<file path="src/rtl/parity_frame_rx.sv">
// Serial frame receiver: start(0), DATA_W data bits LSB first, parity, stop(1).
// Optional saturating error counter output err_cnt enabled by `define PARITY_RX_ERR_CNT_EN.
module parity_frame_rx #(
   parameter int DATA_W     = 3,
   parameter bit ODD_PARITY = 1'b0
) (
   input  logic              clk,
   input  logic              rst,
   input  logic              ser_valid,
   input  logic              ser_in,
   output logic [DATA_W-1:0] data_out,
   output logic              data_valid,
   output logic              par_err,
   output logic              frame_err,
   output logic              busy
`ifdef PARITY_RX_ERR_CNT_EN
   ,
   output logic [7:0]        err_cnt
`endif
);

   localparam int CNT_W = $clog2(DATA_W + 1);
   localparam logic [CNT_W-1:0] LAST_BIT = CNT_W'(DATA_W - 1);

   typedef enum logic [1:0] {
      IDLE = 2'd0,
      DATA = 2'd1,
      PAR  = 2'd2,
      STOP = 2'd3
   } state_t;

   state_t            state, state_nxt;
   logic [CNT_W-1:0]  cnt;
   logic [DATA_W-1:0] shreg;
   logic              par_rx;
   logic              start_en, shift_en, par_en, stop_en;
   logic              exp_par, good_stop, err_evt;

   // NOTE: every combinational output gets a default first so no path leaves it unassigned (no latch).
   always_comb begin
      state_nxt = state;
      start_en  = 1'b0;
      shift_en  = 1'b0;
      par_en    = 1'b0;
      stop_en   = 1'b0;
      if (ser_valid) begin
         unique case (state)
            IDLE: if (!ser_in) begin
               start_en  = 1'b1;
               state_nxt = DATA;
            end
            DATA: begin
               shift_en = 1'b1;
               if (cnt == LAST_BIT) state_nxt = PAR;
            end
            PAR: begin
               par_en    = 1'b1;
               state_nxt = STOP;
            end
            STOP: begin
               stop_en   = 1'b1;
               state_nxt = IDLE;
            end
            default: state_nxt = IDLE;
         endcase
      end
   end

   assign exp_par   = (^shreg) ^ ODD_PARITY;
   assign good_stop = stop_en & ser_in;
   assign err_evt   = stop_en & (~ser_in | (par_rx != exp_par));

   // NOTE: sequential state uses non-blocking assignments so all registers update from pre-edge values.
   always_ff @(posedge clk) begin
      if (rst) state <= IDLE;
      else     state <= state_nxt;
   end

   always_ff @(posedge clk) begin
      if (rst) begin
         cnt        <= '0;
         shreg      <= '0;
         par_rx     <= 1'b0;
         data_out   <= '0;
         data_valid <= 1'b0;
         par_err    <= 1'b0;
         frame_err  <= 1'b0;
         busy       <= 1'b0;
      end else begin
         busy       <= (state_nxt != IDLE);
         data_valid <= good_stop;
         par_err    <= good_stop & (par_rx != exp_par);
         frame_err  <= stop_en & ~ser_in;
         if (start_en) cnt <= '0;
         if (shift_en) begin
            for (int i = 0; i < DATA_W; i++)
               if (cnt == CNT_W'(i)) shreg[i] <= ser_in;
            cnt <= cnt + 1'b1;
         end
         if (par_en)    par_rx   <= ser_in;
         if (good_stop) data_out <= shreg;
      end
   end

`ifdef PARITY_RX_ERR_CNT_EN
   // Counts the same edge that raises par_err/frame_err, saturating at 8'hFF.
   always_ff @(posedge clk) begin
      if (rst)                             err_cnt <= 8'h00;
      else if (err_evt && err_cnt != 8'hFF) err_cnt <= err_cnt + 8'h01;
   end
`else
   logic unused_err_evt;
   assign unused_err_evt = err_evt;
`endif

endmodule

</file>
<file path="config.mk">
export PLATFORM = sky130hd
export DESIGN_NAME = parity_frame_rx
export DESIGN_NICKNAME = d
export VERILOG_FILES = /design/src/rtl/parity_frame_rx.sv
export SDC_FILE = /design/constraint.sdc
export NUM_CORES = 1
export LEC_CHECK = 0
export BUFFER_PORTS_ARGS = -buffer_cell sky130_fd_sc_hd__buf_2
export CELL_PAD_IN_SITES_DETAIL_PLACEMENT = 1
export CELL_PAD_IN_SITES_GLOBAL_PLACEMENT = 1
export CORE_MARGIN = 5
export CORE_UTILIZATION = 43
export CTS_CLUSTER_DIAMETER = 200
export DETAILED_ROUTE_END_ITERATION = 16
export MAX_ROUTING_LAYER = met4
export PLACE_DENSITY_LB_ADDON = 0.25
export SLEW_MARGIN = 20
export SYNTH_ARGS = -nofsm -noshare
export SYNTH_HDL_FRONTEND = slang
export SYNTH_SLANG_ARGS = --single-unit
</file>
<file path="constraint.sdc">
create_clock -name clk -period 2.73 [get_ports clk]
set_clock_uncertainty 0.15 [all_clocks]
set_input_delay 0.546 -clock clk [delete_from_list [all_inputs] [get_ports clk]]
set_output_delay 0.546 -clock clk [all_outputs]
set_load 0.01 [all_outputs]
</file>
Word-level counts from Yosys, hierarchy flattened
Index checks and enable logic that the tools add are counted.
- add/sub/neg operators: 1
- multiply operators: 0
- div/mod/pow operators: 0
- $lt $le $gt $ge: 0
- equality and inequality tests: 6
- shifts and indexed selects: 0
- mux-type cells: 15
- bitwise operators: 4
- reduce and logical (&&, ||, !) cells: 8
- operators by type and width (operator ; count):
    $mux 2 ; 5
    $mux 1 ; 9
    $pmux 2 s4 ; 1
    $eq 2x2->1 const B ; 3
    $reduce_and 2->1 ; 3
    $eq 2x1->1 const B ; 2
    $logic_not 2->1 ; 2
    $reduce_bool 2->1 ; 2
    $and 1x1->1 ; 3
    $reduce_xor 3->1 ; 1
    $add 2x1->2 const B ; 1
    $ne 1x1->1 ; 1
    $not 1->1 ; 1
- flip-flop bits (word level): 15
- bits in latches: 0
- memory bits (writable): 0
- memory bits (read-only): 0
- bits of input ports: 4
- word-level logic and storage cells: 45
- memories kept: 0

Logic depth before layout (Yosys ltp)
Gate-level depths: netlist of run 1.
- depth in word-level cells: 5
- depth in mapped cells: 5
- mapped depth without buffers: 5

Worst setup path after synthesis of run 1
No wires, ideal clock.
- path type: input to register
- from: in ser_valid
- to: reg shreg[0]
- arrival time: 1009 ps
- data required time: 2452 ps
- path slack: 1443 ps
- stages: 4
- path buffers: 1
- cells stage by stage: buf_4 nand4b_1 mux2i_1 nor2_1
- longest elaborated chain between the ends: 2
- ends and longest elaborated chain (what ; line ; RTL):
    start: declaration ; 9 ; input logic ser_valid,
    $mux 1 ; 46 ; if (ser_valid) begin
    $reduce_and 2->1 (no source line) ; - ;
    end signal: indexed assignment ; 97 ; if (cnt == CNT_W'(i)) shreg[i] <= ser_in;
    end: declaration ; 34 ; logic [DATA_W-1:0] shreg;
No other way between the ends.
A chain may end at the register's enable or synchronous reset.

Worst setup path after layout of run 1
- from: reg data_out[0]
- to: out data_out[0]
- RTL lines (what ; line ; RTL):
    start: declaration ; 11 ; output logic [DATA_W-1:0] data_out,
    start signal: assignment ; 101 ; if (good_stop) data_out <= shreg;
No word-level cell between the ends.

==> impl_metrics.py, run 1 <==
metrics = {
    "detailed_routing": {
        "wl_met3_um": 45,
        "wl_met2_um": 613,
        "ant_nets": 0,
        "post_drt_wl_per_cell_um": 14.2,
        "routed.top_layer": "met4",
        "wl_met1_um": 636,
        "dr.pass1.iters": 4,
        "num_vias": 502,
        "wl_um": 1340,
        "first_iter_violations": 1,
        "vias_per_cell": 5.34,
        "drc_errors": 0,
    },
    "sta": {
        "tns_ns": 0,
        "grt_setup_unrepaired": "false",
        "max_freq_ghz": 0.686,
        "hold_violations": 0,
        "worstMarginPinSlew_ns": 0.454,
        "slew-limit-headroom_pct": 69.7,
        "min_period_ns": 1.46,
        "finalMaxSlewViolations": 0,
        "period_share_pct": 53.4,
        "final-setup-viol-count": 0,
    },
    "critical_path": {
        "ff2ff_setup_slack_ns": 1.33,
        "critPathArrivalTime_ns": 0.76,
        "cp.required_ns": 2.03,
        "crit_type": "register to primary output",
        "worstPathCellList": "buf_2",
        "crit_path_end_kind": "primary output",
        "crit_family": "flip-flops",
        "start_kind": "register",
        "worstPathMaxFanout": 2,
        "critPathMaxStageDelay_ns": 0.34,
        "path_buf_inv": 1,
        "slowest_stage": "dfxtp_1",
    },
    "grt": {
        "grt_pass1_vias": 475,
        "antenna_found_initial": 0,
        "grtUsageTotal_pct": 12.6,
        "overflow": 0,
        "grt_pass1_wl_um": 2260,
        "grt_max_degree": 16,
    },
    "logic_synthesis": {
        "yosysWarningCount": 0,
        "yosysUniqueCellTypes": 23,
        "synth-main-ff-cell": "dfxtp_1",
        "ys_seq_area_share_pct": 44.3,
        "synth_async_sr_flop_share_pct": 0,
        "syn-num-nets": 75,
        "netlist_instances": 68,
        "avgSynthCellArea_um2": 9.97,
        "netlist_area_um2": 678,
        "synth-edff-count": 0,
        "synth-seq-cells": 15,
    },
    "clock_network": {
        "cts.sinks": 15,
        "cts_buffer_depth": 2,
        "clk_latency_ns": 0.29,
        "ctsResizeCount": 0,
        "htreeDepth": 1,
        "post-cts-setup-buffers": 0,
        "path_clk_slew_ns": 0.09,
        "clockRootBuffer": "clkbuf_4",
        "cts_hold_buf": 0,
        "cts_tree": "done",
        "cts_made_buffers": 3,
    },
    "layout": {
        "nFillCells": 182,
        "nets": 86,
        "multiInputGateArea_um2": 337,
        "fin_cells": 94,
        "drive_gt1_share_pct": 21.8,
        "antenna_cells": 0,
        "regArea_um2": 300,
        "area_growth_pct": 9.96,
    },
    "placement": {
        "place_congestion": 0.734,
        "dp_hpwl_um": 936,
        "port_buffers": 10,
        "place_inst": 90,
    },
    "floorplanning": {
        "die_area_um2": 2470,
        "initial_utilization_pct": 45.0,
        "die_h_um": 49.7,
        "fp-row-count": 14,
        "die_w_um": 49.7,
        "ioPinCount": 11,
        "core-area_um2": 1510,
    },
    "power": {
        "power_density_nw_per_um2": 514,
        "p_leak_nw": 0.358,
        "ir_drop_uv": 270,
    },
    "status": {
        "status": "finished, final reports clean",
    },
    "job": {
        "cap_violations": 0,
    },
    "min_path": {
        "min_path_type": "register to register",
    },
}
## cells by family after synthesis
group	Yosys count	share of synthesized area, %
AOI/OAI and AO/OA	10	8.30
xor gates and xnor gates	3	3.88
adders and majority gates	3	5.54
buffers and inverters	7	6.09
DFF	15	44.3
muxes	7	10.3
and+or+nand+nor	23	21.6
## cell usage after synthesis, types with 2 or more instances
library cell,n,area (µm²)
dfxtp_1,15,300
nor2_1,8,30.0
mux2i_1,7,70.1
a21oi_1,4,20.0
o21ai_0,4,20.0
ha_1,3,37.5
inv_1,3,11.3
nand2_1,3,11.3
nand4b_1,3,26.3
xnor2_1,3,26.3
buf_4,2,15.0
nand3b_1,2,15.0
## sequential cells by signal (all words and copies together), names as in the netlist
register and flops:
state 2, frame_err 1, cnt 2, par_err 1
data_valid 1, par_rx 1, busy 1, data_out 3
shreg 3
## per-layer routing
metal | vias to the layer above | track usage [%]
li1 | 253 | -
met1 | 238 | 16.2
met2 | 7 | 16.9
met3 | 4 | 2.71
met4 | 0 | 9.17
met5 | - | -
## path summary, 6_finish.rpt
check | from | endpoint | depth (start not counted)
hold / removal | data_out[1] | data_out[1] | 2
hold reg to reg | data_out[1] | data_out[1] | 2
setup / recovery | data_out[0] | data_out[0] | 1
setup reg to reg | state[0] | data_out[2] | 3
## metrics by stage
step                hold WS [ns]  util [%]  instance area [µm²]  power [mW]  setup WS (ns)
floorplan                  0.311         -                  678       0.250           1.44
global placement           0.330      47.7                  718       0.256           1.23
detailed placement         0.334      47.7                  718       0.257           1.20
CTS                        0.356      49.5                  746       0.385           1.27
global route               0.386      49.5                  746       0.402           1.22
finish                     0.354      49.5                  746       0.383           1.27
## cell usage in the layout (no fill, tap or decap)
cell type / netlist / routed
ha_1: 3 / 3
a21oi_1: 4 / 4
buf_2: 0 / 10
nand2b_1: 1 / 1
nand2_1: 3 / 3
dfxtp_1: 15 / 15
nor3_1: 1 / 1
o21ai_0: 4 / 4
and2b_2: 1 / 1
clkinv_2: 0 / 1
and2b_1: 1 / 1
xnor2_1: 3 / 3
mux2i_1: 7 / 7
a211oi_1: 1 / 1
nand4b_2: 1 / 1
nand3b_1: 2 / 2
a311oi_1: 1 / 1
nor2_1: 8 / 8
nand4b_1: 3 / 3
nor4b_1: 1 / 1
inv_1: 3 / 3
nand4_2: 1 / 1
clkbuf_4: 0 / 3
## final cells by class
| cell class | count | share of cell area [%] |
|---|---|---|
| multi-input cells | 46 | 45.1 |
| flip-flops and latches | 15 | 40.3 |
| repair buffers | 10 | 6.71 |
| clock buffers | 3 | 3.02 |
| well taps | 16 | 2.68 |
| inverters | 3 | 1.51 |
| clock inverters | 1 | 0.671 |
## where the power goes
part,internal [mW],switching (mW),total [mW]
registers,0.222,0.00527,0.227
clock network,0.0544,0.0766,0.131
logic,0.00986,0.0148,0.0247
total,0.286,0.0967,0.383
No activity file was read; power rests on OpenSTA's default activity.
==> run 2: changes to the inputs <==
- ABC_AREA: unset -> 1
- CORE_UTILIZATION: 43 -> 38
- clock period: 2.73 -> 1.45 ns (I/O delays scaled with it)
==> impl_metrics.py, run 2 <==
metrics = {
    "critical_path": {
        "cp.required_ns": 1.53,
        "start_kind": "register",
        "slowest_stage": "dfxtp_1",
        "crit_path_frequent_cell": "nand2_1",
        "worstPathCellList": "inv_1 -> ha_1 -> nand3b_1 -> nand3_1 -> nand2_1 -> nand2_1",
        "crit_family": "simple AND/OR/NAND/NOR gates",
        "worstPathMaxFanout": 3,
        "crit_type": "register to register",
        "critPathMaxStageDelay_ns": 0.35,
        "path_buf_inv": 1,
        "crit_path_end_kind": "register",
        "critPathArrivalTime_ns": 1.32,
    },
    "sta": {
        "period_share_pct": 85.6,
        "slew-limit-headroom_pct": 77.7,
        "grt_setup_unrepaired": "false",
        "max_freq_ghz": 0.805,
        "finalMaxSlewViolations": 0,
        "final-setup-viol-count": 0,
        "tns_ns": 0,
        "hold_violations": 0,
        "worstMarginPinSlew_ns": 0.334,
        "min_period_ns": 1.24,
    },
    "detailed_routing": {
        "first_iter_violations": 5,
        "post_drt_wl_per_cell_um": 10.6,
        "num_vias": 608,
        "dr.pass1.iters": 4,
        "vias_per_cell": 4.83,
        "wl_um": 1330,
        "drc_errors": 0,
        "ant_nets": 0,
    },
    "logic_synthesis": {
        "yosysWarningCount": 0,
        "synth_top_family_by_area": "simple AND/OR/NAND/NOR gates",
        "synth_compound_area_share_pct": 10.2,
        "netlist_instances": 87,
        "muxShareOfSynthArea_pct": 0,
        "synth-edff-count": 0,
        "yosys.cell_count.top_type": "nand2_1",
        "netlist_area_um2": 674,
        "yosysTopAreaCell": "dfxtp_1",
        "synth_top_area_share_pct": 44.5,
        "yosys-top-cells-area": "dfxtp_1, nand2_1, ha_1",
        "synth_async_sr_flop_share_pct": 0,
        "synth-simple-area-share_pct": 27.8,
        "ys_seq_area_share_pct": 44.5,
        "synthAdderAreaFrac_pct": 5.57,
        "avgSynthCellArea_um2": 7.75,
        "syn-num-nets": 94,
        "yosys-top-cells-count": "nand2_1, dfxtp_1, inv_1",
        "synthXorXnorAreaFrac_pct": 5.19,
        "synth-main-ff-cell": "dfxtp_1",
        "synth-seq-cells": 15,
        "yosysUniqueCellTypes": 17,
    },
    "clock_network": {
        "clk_latency_ns": 0.28,
        "post-cts-setup-buffers": 0,
        "ctsResizeCount": 0,
        "cts_buffer_depth": 2,
        "cts.sinks": 15,
        "path_clk_slew_ns": 0.09,
        "cts_made_buffers": 3,
        "cts_tree": "done",
        "htreeDepth": 1,
        "clockRootBuffer": "clkbuf_4",
        "cts_hold_buf": 0,
    },
    "grt": {
        "grt_pass1_wl_um": 2400,
        "grt_pass1_vias": 597,
        "grtUsageTotal_pct": 12.5,
        "antenna_found_initial": 0,
        "grt_max_degree": 10,
        "overflow": 0,
    },
    "layout": {
        "fin_util_pct": 45.9,
        "area_growth_pct": 16.1,
        "mostFrequentLayoutCell": "nand2_1",
        "reg_top3": "data_out (3), shreg (3)",
        "multiInputGateArea_um2": 329,
        "regArea_um2": 300,
        "final_cell_mix": "nand2_1, dfxtp_1, inv_1, buf_2, nor2_1",
        "nets": 109,
        "antenna_cells": 0,
        "drive_gt1_share_pct": 21.8,
        "fin_cells": 126,
        "postLayoutCellArea_um2": 783,
        "nFillCells": 231,
    },
    "status": {
        "status": "finished, final reports clean",
    },
    "placement": {
        "place_inst": 122,
        "port_buffers": 10,
        "dp_hpwl_um": 1040,
        "place_congestion": 0.720,
        "dpl_cell_area_um2": 756,
    },
    "floorplanning": {
        "die_area_um2": 2720,
        "die_w_um": 52.1,
        "fp-row-count": 15,
        "initial_utilization_pct": 39.5,
        "core-area_um2": 1710,
        "ioPinCount": 11,
        "die_h_um": 52.1,
    },
    "power": {
        "ir_drop_uv": 392,
        "power_density_nw_per_um2": 927,
        "finalPower_mw": 0.726,
        "p_leak_nw": 0.376,
    },
    "min_path": {
        "min_path_type": "primary input to register",
    },
    "job": {
        "cap_violations": 0,
    },
}
[run 2: cell count changes in the layout (fill, tap and decap cells not counted), sizes merged, moves of 2 or more]
cell,delta
and2b,-2
xor2,+2
nand3,+7
mux2i,-7
nand2,+18
inv,+9
nand4b,-4
a21oi,+4
[run 2: kinds of logic (layout without fill, tap and decap cells)]
| kind of cell | count (synthesis) | count (layout) |
|---|---|---|
| adder cells (fa/ha/maj) | 3 | 3 |
| buffers and inverters | 12 | 26 |
| AO/OA/AOI/OAI | 13 | 13 |
| XOR/XNOR | 4 | 4 |
| AND/OR/NAND/NOR | 40 | 40 |
| flip-flops | 15 | 15 |
[run 2: area by class of cell]
cell class,count,share of cell area (%)
Tap cell,25,3.99
Multi-Input combinational cell,60,42.0
Clock buffer,3,2.88
Inverter,12,5.75
Timing Repair Buffer,10,6.39
Clock inverter,1,0.639
Sequential cell,15,38.3
[run 2: worst paths after layout]
path | cells past startpoint | slack [ns] | endpoint | start
max | 6 | 0.21 | busy | cnt[0]
min | 2 | 0.13 | shreg[1] | rst
max reg2reg | 6 | 0.21 | busy | cnt[0]
min reg2reg | 2 | 0.33 | data_out[2] | data_out[2]
[run 2: power by group]
part	internal, mW	switching [mW]	leakage (nW)	total (mW)
clock	0.102	0.135	0.0177	0.237
sequential	0.420	0.00850	0.122	0.428
combinational	0.0210	0.0393	0.237	0.0604
total	0.543	0.183	0.376	0.726
[run 2: metal layers]
metal  share of wire [%]  track usage, %
met1                  44            12.6
met2                  51            22.0
met3                 4.3            3.44
met4                 1.2            6.55
met5                   0               -
[run 2: worst register-to-register path, stage by stage, from the launching register on]
cell,delay [ns]
dfxtp_1,0.35
inv_1,0.08
ha_1,0.23
nand3b_1,0.16
nand3_1,0.09
nand2_1,0.06
nand2_1,0.06
[run 2: through the flow]
step | hold slack (ns) | setup slack [ns]
global route | 0.145 | 0.0852
CTS | 0.122 | 0.191
floorplan | 0.209 | 0.306
global placement | 0.310 | 0.236
detailed placement | 0.318 | 0.222
finish | 0.126 | 0.208
